===== src/rtl/imm_ext_pkg.sv =====
`default_nettype none
// ============================================================================
// Module   : imm_ext_pkg
// Purpose  : Shared mode encodings and default sizing for the immediate
//            extension pipeline.
// Revision : 1.0 - initial release
// ============================================================================
package imm_ext_pkg;

   localparam int unsigned c_DEF_IN_W   = 16;
   localparam int unsigned c_DEF_OUT_W  = 32;
   localparam int unsigned c_DEF_SH_LSB = 6;
   localparam int unsigned c_DEF_SH_W   = 5;
   localparam int unsigned c_MODE_W     = 3;

   typedef enum logic [2:0] {
      MODE_ZERO   = 3'd0,
      MODE_SIGN   = 3'd1,
      MODE_SHAMT  = 3'd2,
      MODE_UPPER  = 3'd3,
      MODE_BRANCH = 3'd4
   } mode_e;

   // Encodings above MODE_BRANCH are reserved and treated as illegal.
   function automatic logic mode_is_legal(input logic [2:0] m);
      return (m <= MODE_BRANCH);
   endfunction

endpackage : imm_ext_pkg
`default_nettype wire


===== src/rtl/imm_ext_pipe_if.sv =====
`default_nettype none
// ============================================================================
// Module   : imm_ext_pipe_if
// Purpose  : Valid/ready input and output channels plus sticky-error status
//            of the immediate extension pipeline.
// Revision : 1.0 - initial release
// ============================================================================
interface imm_ext_pipe_if
   import imm_ext_pkg::*;
#(
   parameter int unsigned IN_W  = c_DEF_IN_W,
   parameter int unsigned OUT_W = c_DEF_OUT_W
) ();

   logic                  in_valid;
   logic                  in_ready;
   logic [IN_W-1:0]       in_data;
   logic [c_MODE_W-1:0]   in_mode;
   logic                  out_valid;
   logic                  out_ready;
   logic [OUT_W-1:0]      out_data;
   logic                  out_mode_err;
   logic                  err_sticky;
   logic                  err_clr;

   // Producer/consumer side (drives words in, takes results out)
   modport master (
      output in_valid, in_data, in_mode, out_ready, err_clr,
      input  in_ready, out_valid, out_data, out_mode_err, err_sticky
   );

   // Pipeline side
   modport slave (
      input  in_valid, in_data, in_mode, out_ready, err_clr,
      output in_ready, out_valid, out_data, out_mode_err, err_sticky
   );

endinterface : imm_ext_pipe_if
`default_nettype wire


===== src/rtl/imm_ext_core.sv =====
`default_nettype none
// ============================================================================
// Module   : imm_ext_core
// Purpose  : Combinational immediate extension: raw field + mode -> extended
//            value and illegal-mode flag.
// Revision : 1.0 - initial release
// ============================================================================
module imm_ext_core
   import imm_ext_pkg::*;
#(
   parameter int unsigned IN_W   = c_DEF_IN_W,
   parameter int unsigned OUT_W  = c_DEF_OUT_W,
   parameter int unsigned SH_LSB = c_DEF_SH_LSB,
   parameter int unsigned SH_W   = c_DEF_SH_W
) (
   input  wire logic [IN_W-1:0]     i_data,
   input  wire logic [c_MODE_W-1:0] i_mode,
   output logic      [OUT_W-1:0]    o_value,
   output logic                     o_err
);

   // Reject parameter sets whose extension fields would not fit.
   if (OUT_W < IN_W + 2) begin : g_chk_out_w
      $error("imm_ext_core: OUT_W must be at least IN_W+2");
   end
   if (SH_LSB + SH_W > IN_W) begin : g_chk_sh
      $error("imm_ext_core: shift field exceeds IN_W");
   end

   logic [OUT_W-1:0] w_zext;
   logic [OUT_W-1:0] w_sext;
   logic [OUT_W-1:0] w_shamt;
   logic [OUT_W-1:0] w_upper;
   logic [OUT_W-1:0] w_branch;

   assign w_zext   = {{(OUT_W-IN_W){1'b0}}, i_data};
   assign w_sext   = {{(OUT_W-IN_W){i_data[IN_W-1]}}, i_data};
   assign w_shamt  = {{(OUT_W-SH_W){1'b0}}, i_data[SH_LSB+SH_W-1:SH_LSB]};
   assign w_upper  = {i_data, {(OUT_W-IN_W){1'b0}}};
   // Branch offsets are word-scaled; the top two sign bits fall off.
   assign w_branch = {w_sext[OUT_W-3:0], 2'b00};

   // Select the extension for the requested mode; illegal modes yield zero.
   always_comb begin
      o_value = '0;
      o_err   = !mode_is_legal(i_mode);
      case (i_mode)
         MODE_ZERO:   o_value = w_zext;
         MODE_SIGN:   o_value = w_sext;
         MODE_SHAMT:  o_value = w_shamt;
         MODE_UPPER:  o_value = w_upper;
         MODE_BRANCH: o_value = w_branch;
         default:     o_value = '0;
      endcase
   end

endmodule : imm_ext_core
`default_nettype wire


===== src/rtl/imm_ext_pipe.sv =====
`default_nettype none
// ============================================================================
// Module   : imm_ext_pipe
// Purpose  : Two-entry (output + skid) valid/ready pipeline that extends an
//            immediate at capture time and holds the registered result.
// Revision : 1.0 - initial release
// ============================================================================
module imm_ext_pipe
   import imm_ext_pkg::*;
#(
   parameter int unsigned IN_W   = c_DEF_IN_W,
   parameter int unsigned OUT_W  = c_DEF_OUT_W,
   parameter int unsigned SH_LSB = c_DEF_SH_LSB,
   parameter int unsigned SH_W   = c_DEF_SH_W
) (
   input  wire logic     clk,
   input  wire logic     reset,
   imm_ext_pipe_if.slave bus
);

   logic [OUT_W-1:0] w_value;
   logic             w_err;
   logic             w_accept;
   logic             w_load_out;

   logic             r_out_valid;
   logic [OUT_W-1:0] r_out_data;
   logic             r_out_err;
   logic             r_skid_valid;
   logic [OUT_W-1:0] r_skid_data;
   logic             r_skid_err;
   logic             r_err_sticky;

   // Extension happens on the raw input so only finished results are stored.
   imm_ext_core #(
      .IN_W   (IN_W),
      .OUT_W  (OUT_W),
      .SH_LSB (SH_LSB),
      .SH_W   (SH_W)
   ) u_core (
      .i_data  (bus.in_data),
      .i_mode  (bus.in_mode),
      .o_value (w_value),
      .o_err   (w_err)
   );

   // Ready only looks at the skid flop, so it never combinationally
   // depends on downstream ready.
   assign bus.in_ready = !r_skid_valid;
   assign w_accept     = bus.in_valid && !r_skid_valid;
   // Output register may take a new word when empty or being drained.
   assign w_load_out   = !r_out_valid || bus.out_ready;

   // Output/skid data path: skid always drains first to keep ordering.
   always_ff @(posedge clk or posedge reset) begin
      if (reset) begin
         r_out_valid  <= 1'b0;
         r_out_data   <= '0;
         r_out_err    <= 1'b0;
         r_skid_valid <= 1'b0;
         r_skid_data  <= '0;
         r_skid_err   <= 1'b0;
      end else if (w_load_out) begin
         if (r_skid_valid) begin
            // in_ready is low here, so no new word competes with the skid.
            r_out_valid  <= 1'b1;
            r_out_data   <= r_skid_data;
            r_out_err    <= r_skid_err;
            r_skid_valid <= 1'b0;
         end else if (w_accept) begin
            r_out_valid <= 1'b1;
            r_out_data  <= w_value;
            r_out_err   <= w_err;
         end else begin
            r_out_valid <= 1'b0;
         end
      end else if (w_accept) begin
         // Output stalled and full: park the word in the skid register.
         r_skid_valid <= 1'b1;
         r_skid_data  <= w_value;
         r_skid_err   <= w_err;
      end
   end

   // Sticky illegal-mode flag; a new illegal accept beats a clear.
   always_ff @(posedge clk or posedge reset) begin
      if (reset) begin
         r_err_sticky <= 1'b0;
      end else if (w_accept && w_err) begin
         r_err_sticky <= 1'b1;
      end else if (bus.err_clr) begin
         r_err_sticky <= 1'b0;
      end
   end

   assign bus.out_valid    = r_out_valid;
   assign bus.out_data     = r_out_data;
   assign bus.out_mode_err = r_out_err;
   assign bus.err_sticky   = r_err_sticky;

endmodule : imm_ext_pipe
`default_nettype wire


===== src/flat_wrapper.sv =====
// flat-port wrapper written by rule: the top's interface ports become plain ports
module imm_ext_pipe_flat import imm_ext_pkg::*;
#(
   parameter int unsigned IN_W   = c_DEF_IN_W,
   parameter int unsigned OUT_W  = c_DEF_OUT_W,
   parameter int unsigned SH_LSB = c_DEF_SH_LSB,
   parameter int unsigned SH_W   = c_DEF_SH_W
)
  (clk, reset, bus_in_valid, bus_in_data, bus_in_mode, bus_out_ready, bus_err_clr, bus_in_ready, bus_out_valid, bus_out_data, bus_out_mode_err, bus_err_sticky);
  imm_ext_pipe_if #(.IN_W(IN_W), .OUT_W(OUT_W)) bus_i ();
  input  wire logic clk;
  input  wire logic reset;
  input wire logic [$bits(bus_i.in_valid)-1:0] bus_in_valid;
  input wire logic [$bits(bus_i.in_data)-1:0] bus_in_data;
  input wire logic [$bits(bus_i.in_mode)-1:0] bus_in_mode;
  input wire logic [$bits(bus_i.out_ready)-1:0] bus_out_ready;
  input wire logic [$bits(bus_i.err_clr)-1:0] bus_err_clr;
  output wire logic [$bits(bus_i.in_ready)-1:0] bus_in_ready;
  output wire logic [$bits(bus_i.out_valid)-1:0] bus_out_valid;
  output wire logic [$bits(bus_i.out_data)-1:0] bus_out_data;
  output wire logic [$bits(bus_i.out_mode_err)-1:0] bus_out_mode_err;
  output wire logic [$bits(bus_i.err_sticky)-1:0] bus_err_sticky;
  assign bus_i.in_valid = bus_in_valid;
  assign bus_i.in_data = bus_in_data;
  assign bus_i.in_mode = bus_in_mode;
  assign bus_i.out_ready = bus_out_ready;
  assign bus_i.err_clr = bus_err_clr;
  assign bus_in_ready = bus_i.in_ready;
  assign bus_out_valid = bus_i.out_valid;
  assign bus_out_data = bus_i.out_data;
  assign bus_out_mode_err = bus_i.out_mode_err;
  assign bus_err_sticky = bus_i.err_sticky;
  imm_ext_pipe #(.IN_W(IN_W), .OUT_W(OUT_W), .SH_LSB(SH_LSB), .SH_W(SH_W)) u_core (.clk(clk), .reset(reset), .bus(bus_i));
endmodule

===== config.mk =====
export PLATFORM = sky130hd
export DESIGN_NAME = imm_ext_pipe_flat
export DESIGN_NICKNAME = d
export VERILOG_FILES = /design/src/rtl/imm_ext_pkg.sv /design/src/rtl/imm_ext_pipe_if.sv /design/src/rtl/imm_ext_core.sv /design/src/rtl/imm_ext_pipe.sv /design/src/flat_wrapper.sv
export SDC_FILE = /design/constraint.sdc
export NUM_CORES = 1
export LEC_CHECK = 0
export ABC_CLOCK_PERIOD_IN_PS = 2100
export CORE_ASPECT_RATIO = 1.1
export CORE_MARGIN = 5
export CORE_UTILIZATION = 45
export DETAILED_ROUTE_END_ITERATION = 6
export MAX_ROUTING_LAYER = met4
export PLACE_DENSITY_LB_ADDON = 0.12
export REMOVE_ABC_BUFFERS = 1
export SLEW_MARGIN = 5
export SYNTH_ARGS = -nofsm -noshare
export SYNTH_HDL_FRONTEND = slang
export SYNTH_SLANG_ARGS = --single-unit

===== constraint.sdc =====
create_clock -name clk -period 2.1 [get_ports clk]
set_input_delay 0.42 -clock clk [delete_from_list [all_inputs] [get_ports clk]]
set_output_delay 0.42 -clock clk [all_outputs]
set_load 0.03 [all_outputs]

* Word level (Yosys, flattened, before mapping)
Index checks and enable logic that the tools add are counted.
** Storage, ports and cells
- Flip-flop bits (word level) :: 69
- Input port bits :: 24
- Output and inout bits :: 36
- Word-level logic and storage cells :: 36
** Operators by class
- Magnitude comparators :: 1
- Equality and inequality tests :: 4
- Muxes and demuxes :: 11
- Bitwise gates (word level) :: 1
- Reduce and logical (&&, ||, !) cells :: 12
** Operators by type and width (count)
- one-hot mux 32 bit (5 select lines) :: 1
- 2-to-1 mux 32 bit :: 2
- 2-to-1 mux 1 bit :: 8
- == test 3 x 2 -> 1 bit (second input constant) :: 2
- nonzero test 2 bit :: 3
- AND reduction 2 bit :: 2
- == test 3 x 1 -> 1 bit (second input constant) :: 1
- == test 3 bit (second input constant) :: 1
- <= comparator 3 bit (second input constant) :: 1
- logical NOT 1 bit :: 3
- logical NOT 3 bit :: 1
- logical AND 1 bit :: 2
- logical OR 1 bit :: 1
- inverter 1 bit :: 1

* Logic depth before layout (Yosys ltp)
Gate-level depths: netlist (run 1).
- Depth after elaboration :: 4
- Gate-level depth with buffers :: 5
- Gate-level depth less buffers :: 3

* By module
A second synthesis (run 1) with hierarchy kept.
** Second synthesis, totals
- Cell total of the unflattened synthesis :: 288
- Area total of the unflattened synthesis :: 3767.4 um^2
** Modules (own cells, without submodules)
- imm_ext_pipe :: instances 1, cells each 189, area each 3026.7 um^2, sequential area each 1726.7 um^2
- imm_ext_core :: instances 1, cells each 99, area each 740.7 um^2, sequential area each 0.0 um^2

* Worst setup path before layout (run 1)
No wires, ideal clock.
- Path kind :: register to register
- From :: register u_core.r_out_valid, in the netlist u_core.bus.out_valid
- To :: register u_core.r_out_err, in the netlist u_core.bus.out_mode_err
- Setup time :: 125 ps
- Arrival :: 1301 ps
- Data required time :: 1975 ps
- Setup slack :: 674 ps
- Stages on the path, launching flop included :: 4
- Buffers on the path :: 0
- Clock period less this slack :: 1426 ps
- Path through :: dfrtp_1 > and2b_1 > nor2_1 > mux2_2
** Between the ends
- Cells in the longest elaborated chain, start to end :: 3
** Ends and longest elaborated chain
- from (decl) :: RTL line imm_ext_pipe.sv:26 : logic r_out_valid;
- from (signal assigned) :: RTL line imm_ext_pipe.sv:57 : r_out_valid <= 1'b0;
- from (signal assigned) :: RTL line imm_ext_pipe.sv:66 : r_out_valid <= 1'b1;
- from (signal assigned) :: RTL line imm_ext_pipe.sv:71 : r_out_valid <= 1'b1;
- logical NOT 1 bit :: RTL line imm_ext_pipe.sv:52 : assign w_load_out = !r_out_valid || bus.out_ready;
- logical OR 1 bit :: RTL line imm_ext_pipe.sv:52
- AND reduction 2 bit (no line)
- to (signal assigned) :: RTL line imm_ext_pipe.sv:68 : r_out_err <= r_skid_err;
- to (signal assigned) :: RTL line imm_ext_pipe.sv:73 : r_out_err <= w_err;
- to (decl) :: RTL line imm_ext_pipe.sv:28 : logic r_out_err;
Every way passes these cells.
A chain may end at the register's enable or synchronous reset.

* Final worst setup path (run 1)
- From :: register u_core.r_skid_valid
- To :: output bus_in_ready
** Between the ends
- Cells in the longest elaborated chain, start to end :: 1
** Ends and longest elaborated chain
- from (decl) :: RTL line imm_ext_pipe.sv:29 : logic r_skid_valid;
- from (signal assigned) :: RTL line imm_ext_pipe.sv:60 : r_skid_valid <= 1'b0;
- from (signal assigned) :: RTL line imm_ext_pipe.sv:69 : r_skid_valid <= 1'b0;
- from (signal assigned) :: RTL line imm_ext_pipe.sv:79 : r_skid_valid <= 1'b1;
- logical NOT 1 bit :: RTL line imm_ext_pipe.sv:49 : assign bus.in_ready = !r_skid_valid;
- to (decl) :: RTL line flat_wrapper.sv:18 : output wire logic [$bits(bus_i.in_ready)-1:0] bus_in_ready;
Every way passes these cells.

==> results of run 1 <==
placed cells by master, fill, tap and decap left out:
master	count
nand3_1	19
nand4bb_2	1
a22oi_1	1
buf_12	2
a211oi_1	16
inv_1	3
nor2_2	2
nor2b_1	10
o31ai_2	7
nand2_1	33
nand3b_1	5
a2111oi_2	3
nor4bb_4	2
and4bb_1	1
a21o_1	5
nor2_1	5
or2b_1	1
a21oi_1	22
inv_6	1
o21ai_1	6
a2bb2oi_1	3
clkbuf_8	11
and2b_1	1
and2_1	3
o32ai_1	1
clkinv_2	2
nor4bb_2	1
inv_2	1
o21ai_0	58
clkdlybuf4s50_1	59
nor3b_1	3
buf_4	26
dfrtp_1	69
a211o_1	2
nand2b_1	6
mux2_2	16
clkinvlp_4	2
nor3b_2	1
o211ai_1	19
o31ai_1	12
per-stage QoR:
| step | worst slack (ns) | setup TNS (ns) | util [%] |
|---|---|---|---|
| CTS | 0.171 | 0 | 58.2 |
| floorplan | -0.956 | -33.83 | - |
| global placement | -0.0320 | -0.182 | 55.9 |
| detailed placement | 0.00100 | 0 | 55.9 |
| global route | 0.135 | 0 | 58.2 |
| finish | 0.185 | 0 | 58.2 |
power groups by stage:
stage          sequential (W)  combinational (W)  clock [W]
3_5_place_dp          0.00166            0.00110          0
5_1_grt               0.00166            0.00118    0.00112
4_1_cts               0.00164            0.00110    0.00105
6_report              0.00164            0.00109    0.00103
3_3_place_gp          0.00166            0.00108          0
2_1_floorplan         0.00187           0.000381          0
path summary, 6_finish.rpt:
path / from / cells after the start / to
min in group clk: u_core.r_skid_data[14] / 2 / u_core.r_skid_data[14]
max: u_core.r_skid_valid / 2 / bus_in_ready
min reg2reg: u_core.r_skid_data[14] / 2 / u_core.r_skid_data[14]
max in group asynchronous: reset / 3 / u_core.r_skid_data[24]
min: reset / 3 / u_core.bus.out_data[8]
max reg2reg: u_core.r_skid_valid / 5 / u_core.r_skid_data[1]
registers in the layout, indices dropped and copies added (netlist names):
name                     cells
u_core.bus.out_mode_err      1
u_core.r_skid_err            1
u_core.bus.out_data         32
u_core.r_skid_valid          1
u_core.r_skid_data          32
u_core.bus.err_sticky        1
u_core.bus.out_valid         1
worst max-delay path, stage by stage (launching register included):
cell	delay (ns)
dfrtp_1	0.40
inv_1	0.08
clkdlybuf4s50_1	0.67
kinds of logic (layout without fill, tap and decap cells):
family	after synthesis	in the layout
buffers and inverters	41	107
muxes	16	16
and+or+nand+nor	94	94
DFF	69	69
AOI/OAI and AO/OA	155	155
area by class of cell:
cell class | instances | share of cell area [%]
clock buffers | 11 | 3.27
clock inverters | 5 | 0.729
inverters | 4 | 0.324
multi-input cells | 265 | 37.7
flip-flops and latches | 69 | 37.3
well taps | 108 | 2.92
repair buffers | 87 | 17.8
layer usage:
metal / up-vias / routed length (um) / track usage, %
met5: - / 0 / -
met3: 11 / 383 / 3.88
met4: 0 / 106 / 5.61
li1: 1502 / - / -
met1: 1554 / 4700 / 30.6
met2: 76 / 4700 / 31.4
==> metrics.md, run 1 <==
| Metric | Value |
|---|---|
| Min Hold Slack | 0.460 ns |
| # clock sinks | 69 |
| DRC | 0 |
| Setup Viol. Count Final | 0 |
| Clk_lat worst skew | 0.35 ns |
| CORE AREA | 7960 um2 |
| Clk root buf | clkbuf_8 |
| Cell with the most instances after synthesis | dfrtp_1 |
| Post-DR vias/cell | 5.72 |
| Synth Area in XOR/XNOR | 0% |
| Largest net degree at the start of global routing | 70 |
| Final Critical Period | 1.92 ns |
| Leak | 1.86 nW |
| Die X | 96.5 um |
| Mean routed wirelength per cell | 18.0 um |
| Top FF cell, synth | dfrtp_1 |
| # rows | 34 |
| Synth Instances | 375 |
| Top post-synthesis cells by area | dfrtp_1 (47%), o21ai_0 (7.8%), mux2_2 (4.9%), o211ai_1 (3.9%), nand2_1 (3.3%) |
| GRT Util Overall | 21.4% |
| Main combinational cell family by area after synthesis | compound AO/OA/AOI/OAI gates |
| Non-filler instance count after layout | 549 |
| Number of synthesized register bits | 69 |
| Pins Over Slew Limit | 0 |
| Initial core utilization | 46.6% |
| Register Area | 1730 um2 |
| Sw power | 0.00128 W |
| Status | finished, final reports clean |
| Hpwl dp | 6650 um |
| Ys Warns | 0 |
| CP startpoint kind | flop |
| Distinct cell type count of the synthesized netlist | 36 |
| Critical Path AT | 1.50 ns |
| Critical Path RT | 1.68 ns |
| Ports | 60 |
| P&R area growth vs syn | 25.1% |
| Clock power share | 27.5% |
| # placed instances | 533 |
| Ys async rst share | 100% |
| Initial antenna violation count | 0 |
| Final hold viol count | 0 |
| Hold/Removal Path Class | primary input to async pin |
| Mapped Area | 3700 um2 |
| Total number of vias | 3143 |
| Syn_area_per_cell | 9.88 um2 |
| Ant diodes | 0 |
| Pwr Total | 0.00376 W |
| Cts hold-fix bufs | 0 |
| H-tree depth | 3 |
| Cts bufs inserted | 9 |
| Critical path class | flop to primary output |
| Cell taking the most area after synthesis | dfrtp_1 |
| DRT iter0 DRCs | 207 |
| Area of the multi-input gates | 1750 um2 |
| EDFF count, synth | 0 |
| Final Skew | 0.00755 ns |
| Unrepaired setup endpoints after global routing | no |
| CTS clock-pin slew for the worst setup and hold paths | 0.07 ns |
| GRT Residual Overflow | 0 |
| Top cell type's share of synthesized area | 46.6% |
| Share of cells above drive strength 1 | 17.7% |
| Post-synthesis mux area share | 4.86% |
| Placed cell area | 4450 um2 |
| Slew headroom | 64.2% |
| Max VDD drop | 0.405 mV |
| Sw frac | 34.0% |
| Post-synthesis simple-gate area fraction | 14.8% |
| P_int | 0.00248 W |
| Routed wire length | 9890 um |
| Crit end category | primary output |
| Die ar. | 10100 um2 |
| Gate power share | 28.9% |
| MaxCap Viol Count | 0 |
| Synth top cells by count | dfrtp_1 (69), o21ai_0 (58), nand2_1 (33), a21oi_1 (22) |
| Worst-margin pin slew | 0.538 ns |
| First-pass GRT wire length | 16500 um |
| Clock tree buffer depth | 2 |
| Part of the power in registers | 43.6% |
| R2r setup slk | 0.53 ns |
| PwrDens | 811 nW/um2 |
| Register area share after synthesis | 46.6% |
| Routability cong. | 0.774 |
| CTS tree | done |
| Design Area, Final | 4630 um2 |
| CP Max Fanout | 2 |
| ANT nets after route | 0 |
| Post-CTS Setup Inserts | 0 |
| # fillers | 727 |
| Layout net count | 460 |
| Die Height | 105 um |
| Final Cycle Share | 91.2% |
| Vias in the first global route | 3142 |
| Port bufs | 59 |
| Synth Area in Adders | 0% |
| Fmax | 522 MHz |
| First drt pass iteration count | 4 |
| Cts repair resizes | 0 |
| Compound-Gate Fraction of Synth Area | 27.4% |
No activity file was read; power rests on OpenSTA's default activity.
==> run 2: changes to the inputs <==
--- a/config.mk
+++ b/config.mk
@@ -13,7 +13,10 @@
 export MAX_ROUTING_LAYER = met4
 export PLACE_DENSITY_LB_ADDON = 0.12
 export REMOVE_ABC_BUFFERS = 1
+export SKIP_CTS_REPAIR_TIMING = 1
+export SKIP_LAST_GASP = 1
 export SLEW_MARGIN = 5
 export SYNTH_ARGS = -nofsm -noshare
 export SYNTH_HDL_FRONTEND = slang
+export SYNTH_HIERARCHICAL = 1
 export SYNTH_SLANG_ARGS = --single-unit
==> metrics.md, run 2 <==
| Metric | Value |
|---|---|
| Status | finished, final reports clean |
| Worst-margin pin slew | 0.370 ns |
| CORE AREA | 8280 um2 |
| PwrDens | 856 nW/um2 |
| Total number of vias | 2513 |
| GRT Util Overall | 17.1% |
| CP Max Fanout | 12 |
| CTS tree | done |
| EDFF count, synth | 0 |
| Top cell type's share of synthesized area | 45.8% |
| Syn_area_per_cell | 13.1 um2 |
| Critical Path AT | 2.18 ns |
| Final Critical Period | 1.95 ns |
| Area of the multi-input gates | 1800 um2 |
| CTS clock-pin slew for the worst setup and hold paths | 0.07 ns |
| Die X | 97.2 um |
| Clk root buf | clkbuf_8 |
| ANT nets after route | 0 |
| First drt pass iteration count | 4 |
| Final Cycle Share | 93.0% |
| Gr busiest metal | met2 |
| Vias in the first global route | 2685 |
| # fillers | 712 |
| Ports | 60 |
| CP startpoint kind | primary input |
| Routability cong. | 0.835 |
| Most frequent cells in the layout | mux2_2 (97), dfrtp_1 (69), clkdlybuf4s50_1 (59) |
| Crit end category | flop |
| GRT Residual Overflow | 0 |
| Register area share after synthesis | 45.8% |
| Hold/Removal Path Class | primary input to async pin |
| Crit. Startpoint | bus_in_mode[1] |
| Mean routed wirelength per cell | 16.4 um |
| P&R area growth vs syn | 27.3% |
| Routed wire length | 7800 um |
| Number of synthesized register bits | 69 |
| Clk_lat worst skew | 0.34 ns |
| Die Height | 106 um |
| # clock sinks | 69 |
| Initial antenna violation count | 0 |
| Cts bufs inserted | 9 |
| Fmax | 512 MHz |
| Final hold viol count | 0 |
| Pwr Total | 0.00410 W |
| Cell taking the most area after synthesis | dfrtp_1 |
| Distinct cell type count of the synthesized netlist | 27 |
| Mapped Area | 3770 um2 |
| Global-route met2 utilization | 26.4% |
| Max VDD drop | 0.376 mV |
| Most common cell after layout, fill and taps aside | mux2_2 |
| DRC | 0 |
| Initial core utilization | 45.5% |
| H-tree depth | 3 |
| Worst reg2reg startpoint | u_core/r_skid_valid |
| Synth top cells by count | mux2_2 (97), dfrtp_1 (69), mux2i_1 (15), o21ai_1 (14) |
| Pins Over Slew Limit | 0 |
| First-pass GRT wire length | 13800 um |
| Ys Warns | 6 |
| Leak | 2.17 nW |
| Ys async rst share | 100% |
| Critical path class | primary input to flop |
| Register Area | 1730 um2 |
| Largest net degree at the start of global routing | 70 |
| Synth Instances | 288 |
| Ant diodes | 0 |
| Share of cells above drive strength 1 | 39.9% |
| Die ar. | 10300 um2 |
| Layout net count | 385 |
| DRT iter0 DRCs | 59 |
| Met3 Resource Use GR | 3.48% |
| MaxCap Viol Count | 0 |
| Port bufs | 59 |
| Slew headroom | 75.4% |
| Cell with the most instances after synthesis | mux2_2 |
| Unrepaired setup endpoints after global routing | no |
| Top FF cell, synth | dfrtp_1 |
| Total Neg Setup Slack | 0 ns |
| Post-DR vias/cell | 5.27 |
| Setup Viol. Count Final | 0 |
| Final Skew | 0.00730 ns |
| Clock tree buffer depth | 2 |
| Top post-synthesis cells by area | dfrtp_1 (46%), mux2_2 (29%), mux2i_1 (4.0%), buf_6 (3.6%), nand3b_1 (2.6%) |
| # rows | 35 |
| Critical Path RT | 2.33 ns |
| M1 GR Usage | 22.1% |
| Hpwl dp | 5330 um |
[run 2: final timing paths]
path / to / slack [ns] / depth (start not counted)
max: u_core/bus.out_data[27] / 0.15 / 6
min: u_core/r_skid_data[28] / 0.47 / 3
max reg2reg: u_core/bus.out_data[5] / 0.50 / 4
min reg2reg: u_core/bus.err_sticky / 0.49 / 1
max in group asynchronous: u_core/r_skid_data[4] / 1.34 / 3
min in group clk: u_core/bus.err_sticky / 0.49 / 1
[run 2: critical path, stage by stage]
cell	delay (ns)
clkdlybuf4s50_1	0.62
buf_4	0.26
mux2i_1	0.26
o21ai_1	0.10
mux2_2	0.26
mux2_4	0.25
[run 2: metal layers]
layer / vias to the layer above / part of all wire, %
met5: - / 0
met4: 0 / 1.9
met3: 12 / 3.5
met2: 56 / 48
met1: 1264 / 47
li1: 1181 / -
[run 2: logic make-up after synthesis]
group,Yosys count,share of synthesized area [%]
DFF,69,45.8
and+or+nand+nor,43,8.90
AOI/OAI and AO/OA,34,5.15
buffers and inverters,28,6.34
muxes,114,33.8
[run 2: final cells by class]
cell class                      count  area share, %
Inverter                            3          0.235
Clock inverter                      4           1.98
Timing Repair Buffer               87           18.3
Tap cell                          111           2.90
Sequential cell                    69           36.0
Clock buffer                       12           3.03
Multi-Input combinational cell    191           37.6
[run 2: report_power, final]
| group | switching, W | total (W) | internal [W] | leakage [nW] |
|---|---|---|---|---|
| combinational | 0.000548 | 0.00114 | 0.000592 | 1.14 |
| clock | 0.000484 | 0.00130 | 0.000821 | 0.121 |
| sequential | 0.000108 | 0.00166 | 0.00155 | 0.907 |
| total | 0.00114 | 0.00410 | 0.00297 | 2.17 |
[run 2: metrics by stage]
stage / worst slack, ns / instances / area (um2) / util, % / hold slack [ns]
floorplan: -0.444 / 263 / 3540 / - / 0.475
global placement: -0.190 / 461 / 4550 / 55.0 / 0.482
detailed placement: -0.223 / 461 / 4550 / 55.0 / 0.484
CTS: 0.146 / 477 / 4790 / 57.9 / 0.488
global route: 0.0551 / 477 / 4790 / 57.9 / 0.513
finish: 0.148 / 477 / 4790 / 57.9 / 0.471
==> run 3: changes to the inputs <==
--- a/config.mk
+++ b/config.mk
@@ -5,6 +5,7 @@
 export SDC_FILE = /design/constraint.sdc
 export NUM_CORES = 1
 export LEC_CHECK = 0
+export ABC_AREA = 1
 export ABC_CLOCK_PERIOD_IN_PS = 2100
 export CORE_ASPECT_RATIO = 1.1
 export CORE_MARGIN = 5
@@ -15,7 +16,7 @@
 export REMOVE_ABC_BUFFERS = 1
 export SKIP_CTS_REPAIR_TIMING = 1
 export SKIP_LAST_GASP = 1
-export SLEW_MARGIN = 5
+export SLEW_MARGIN = 20
 export SYNTH_ARGS = -nofsm -noshare
 export SYNTH_HDL_FRONTEND = slang
 export SYNTH_HIERARCHICAL = 1
==> metrics.md, run 3 <==
| Metric | Value |
|---|---|
| Mapped Area | 3750 um2 |
| CTS clock-pin slew for the worst setup and hold paths | 0.08 ns |
| Ports | 60 |
| Number of synthesized register bits | 69 |
| Leak | 2.45 nW |
| Ant diodes | 0 |
| Fmax | 519 MHz |
| Cell taking the most area after synthesis | dfrtp_1 |
| Clock tree buffer depth | 2 |
| First drt pass iteration count | 5 |
| Total Neg Setup Slack | 0 ns |
| Cts bufs inserted | 9 |
| Die ar. | 10300 um2 |
| Crit end category | primary output |
| GRT Residual Overflow | 0 |
| Ys Warns | 6 |
| # rows | 35 |
| Pins Over Slew Limit | 0 |
| PwrDens | 849 nW/um2 |
| Post-synthesis mux area share | 0% |
| Critical Path Max Stage Delay | 0.67 ns |
| Final Cycle Share | 91.8% |
| Top post-synthesis cells by area | dfrtp_1 (46%), nand2_1 (30%), nand3_1 (8.0%), buf_6 (3.6%), nand4_1 (2.5%) |
| Initial antenna violation count | 0 |
| EDFF count, synth | 0 |
| Unrepaired setup endpoints after global routing | no |
| DRC | 0 |
| Design Area, Final | 4610 um2 |
| Die X | 97.0 um |
| Synth Instances | 512 |
| Post-synthesis simple-gate area fraction | 44.3% |
| Placed cell area | 4380 um2 |
| Synth Area in Adders | 0% |
| Largest net degree at the start of global routing | 70 |
| Total number of vias | 3433 |
| Routed wire length | 9450 um |
| # clock sinks | 69 |
| Worst path cell trace | inv_2, clkdlybuf4s50_1 |
| CORE AREA | 8280 um2 |
| Worst-margin pin slew | 0.442 ns |
| Vias in the first global route | 3283 |
| Main combinational cell family by area after synthesis | simple AND/OR/NAND/NOR gates |
| Share of cells above drive strength 1 | 8.42% |
| CP startpoint kind | flop |
| Final hold viol count | 0 |
| Synth Area in XOR/XNOR | 0% |
| Most common cell after layout, fill and taps aside | nand2_1 |
| Critical Path RT | 1.68 ns |
| DRT iter0 DRCs | 252 |
| H-tree depth | 3 |
| Min Hold Slack | 0.468 ns |
| Routability cong. | 0.880 |
| Initial core utilization | 45.3% |
| Syn_area_per_cell | 7.32 um2 |
| Post-DR vias/cell | 5.04 |
| Ys async rst share | 100% |
| Compound-Gate Fraction of Synth Area | 1.84% |
| GRT Util Overall | 19.7% |
| Max VDD drop | 0.371 mV |
| Pre-CTS setup slack | 0.0133 ns |
| Top cell type's share of synthesized area | 46.1% |
| Hpwl dp | 6350 um |
| Mean routed wirelength per cell | 13.9 um |
| ANT nets after route | 0 |
| Critical Path AT | 1.51 ns |
| Distinct cell type count of the synthesized netlist | 20 |
| Critical path class | flop to primary output |
| MaxCap Viol Count | 0 |
| Final core occ | 55.7% |
| Top FF cell, synth | dfrtp_1 |
| Cell with the most instances after synthesis | nand2_1 |
| CP Max Fanout | 2 |
| Die Height | 106 um |
| Setup Viol. Count Final | 0 |
| Worst setup margin | 0.173 ns |
| Status | finished, final reports clean |
| Synth top cells by count | nand2_1 (297), dfrtp_1 (69), nand3_1 (60), nand4_1 (15) |
| Port bufs | 59 |
| Layout net count | 589 |
| Final Critical Period | 1.93 ns |
| Most frequent cells in the layout | nand2_1 (297), dfrtp_1 (69), nand3_1 (60) |
| Final Skew | 0.0117 ns |
| Register area share after synthesis | 46.1% |
| Clk_lat worst skew | 0.35 ns |
| Slew headroom | 70.5% |
| P&R area growth vs syn | 23.0% |
| Clk root buf | clkbuf_8 |
| CTS tree | done |
| Hold/Removal Path Class | primary input to async pin |
| Critical path's slowest cell | clkdlybuf4s50_1 |
| First-pass GRT wire length | 16200 um |
[run 3: changes by cell type in the layout (fill, tap and decap cells not counted), sizes merged, moves of 12 or more]
cell | previous run | this run
buf | 28 | 16
mux2 | 99 | 0
mux2i | 15 | 0
nand2 | 1 | 300
nand2b | 15 | 0
nand3 | 0 | 61
nand3b | 13 | 0
nand4 | 0 | 15
o21ai | 14 | 2
[run 3: metal layers]
layer | part of all wire [%] | GRT usage [%] | up-vias
li1 | - | - | 1712
met1 | 45 | 25.5 | 1623
met2 | 48 | 31.8 | 88
met3 | 5.0 | 3.57 | 10
met4 | 1.2 | 5.82 | 0
met5 | 0 | - | -
[run 3: final cells by class]
cell class                 count  area (um2)
fill                         777        3670
inverter                       9        33.8
multi-input combinational    401        1730
clock buffer                  11         151
timing repair buffer          75         748
tap                          111         139
clock inverter                 5        81.3
sequential                    69        1730
[run 3: critical path, delay by kind of cell (launching register included)]
family	cells	cell delay, ns
buffers and inverters	2	0.75
DFF	1	0.40
[run 3: cell families after synthesis]
logic type,Yosys count
buf+inv,42
simple gates,388
flops,69
compound gates,13
[run 3: path summary, 6_finish.rpt]
kind                                      endpoint  slack (ns)                   start  depth (start not counted)
max in group asynchronous   u_core/r_skid_data[15]        1.32                   reset                          3
max reg2reg                 u_core/bus.out_data[4]        0.59     u_core/r_skid_valid                          7
min                        u_core/bus.out_data[28]        0.47                   reset                          3
max                                   bus_in_ready        0.17     u_core/r_skid_valid                          2
min reg2reg                 u_core/r_skid_data[16]        0.47  u_core/r_skid_data[16]                          2
min in group clk            u_core/r_skid_data[16]        0.47  u_core/r_skid_data[16]                          2
[run 3: power breakdown]
| group | internal (W) | total, W | switching [W] |
|---|---|---|---|
| logic | 0.000389 | 0.00103 | 0.000638 |
| registers | 0.00153 | 0.00163 | 0.000105 |
| clock network | 0.000736 | 0.00126 | 0.000521 |
| total | 0.00265 | 0.00391 | 0.00126 |
[run 3: stage by stage]
| step | power [W] | cells |
|---|---|---|
| final | 0.00391 | 681 |
| after global routing | 0.00414 | 681 |
| after CTS | 0.00396 | 681 |
| after detailed placement | 0.00269 | 665 |
| after global placement | 0.00267 | 665 |
| after floorplan | 0.00223 | 479 |
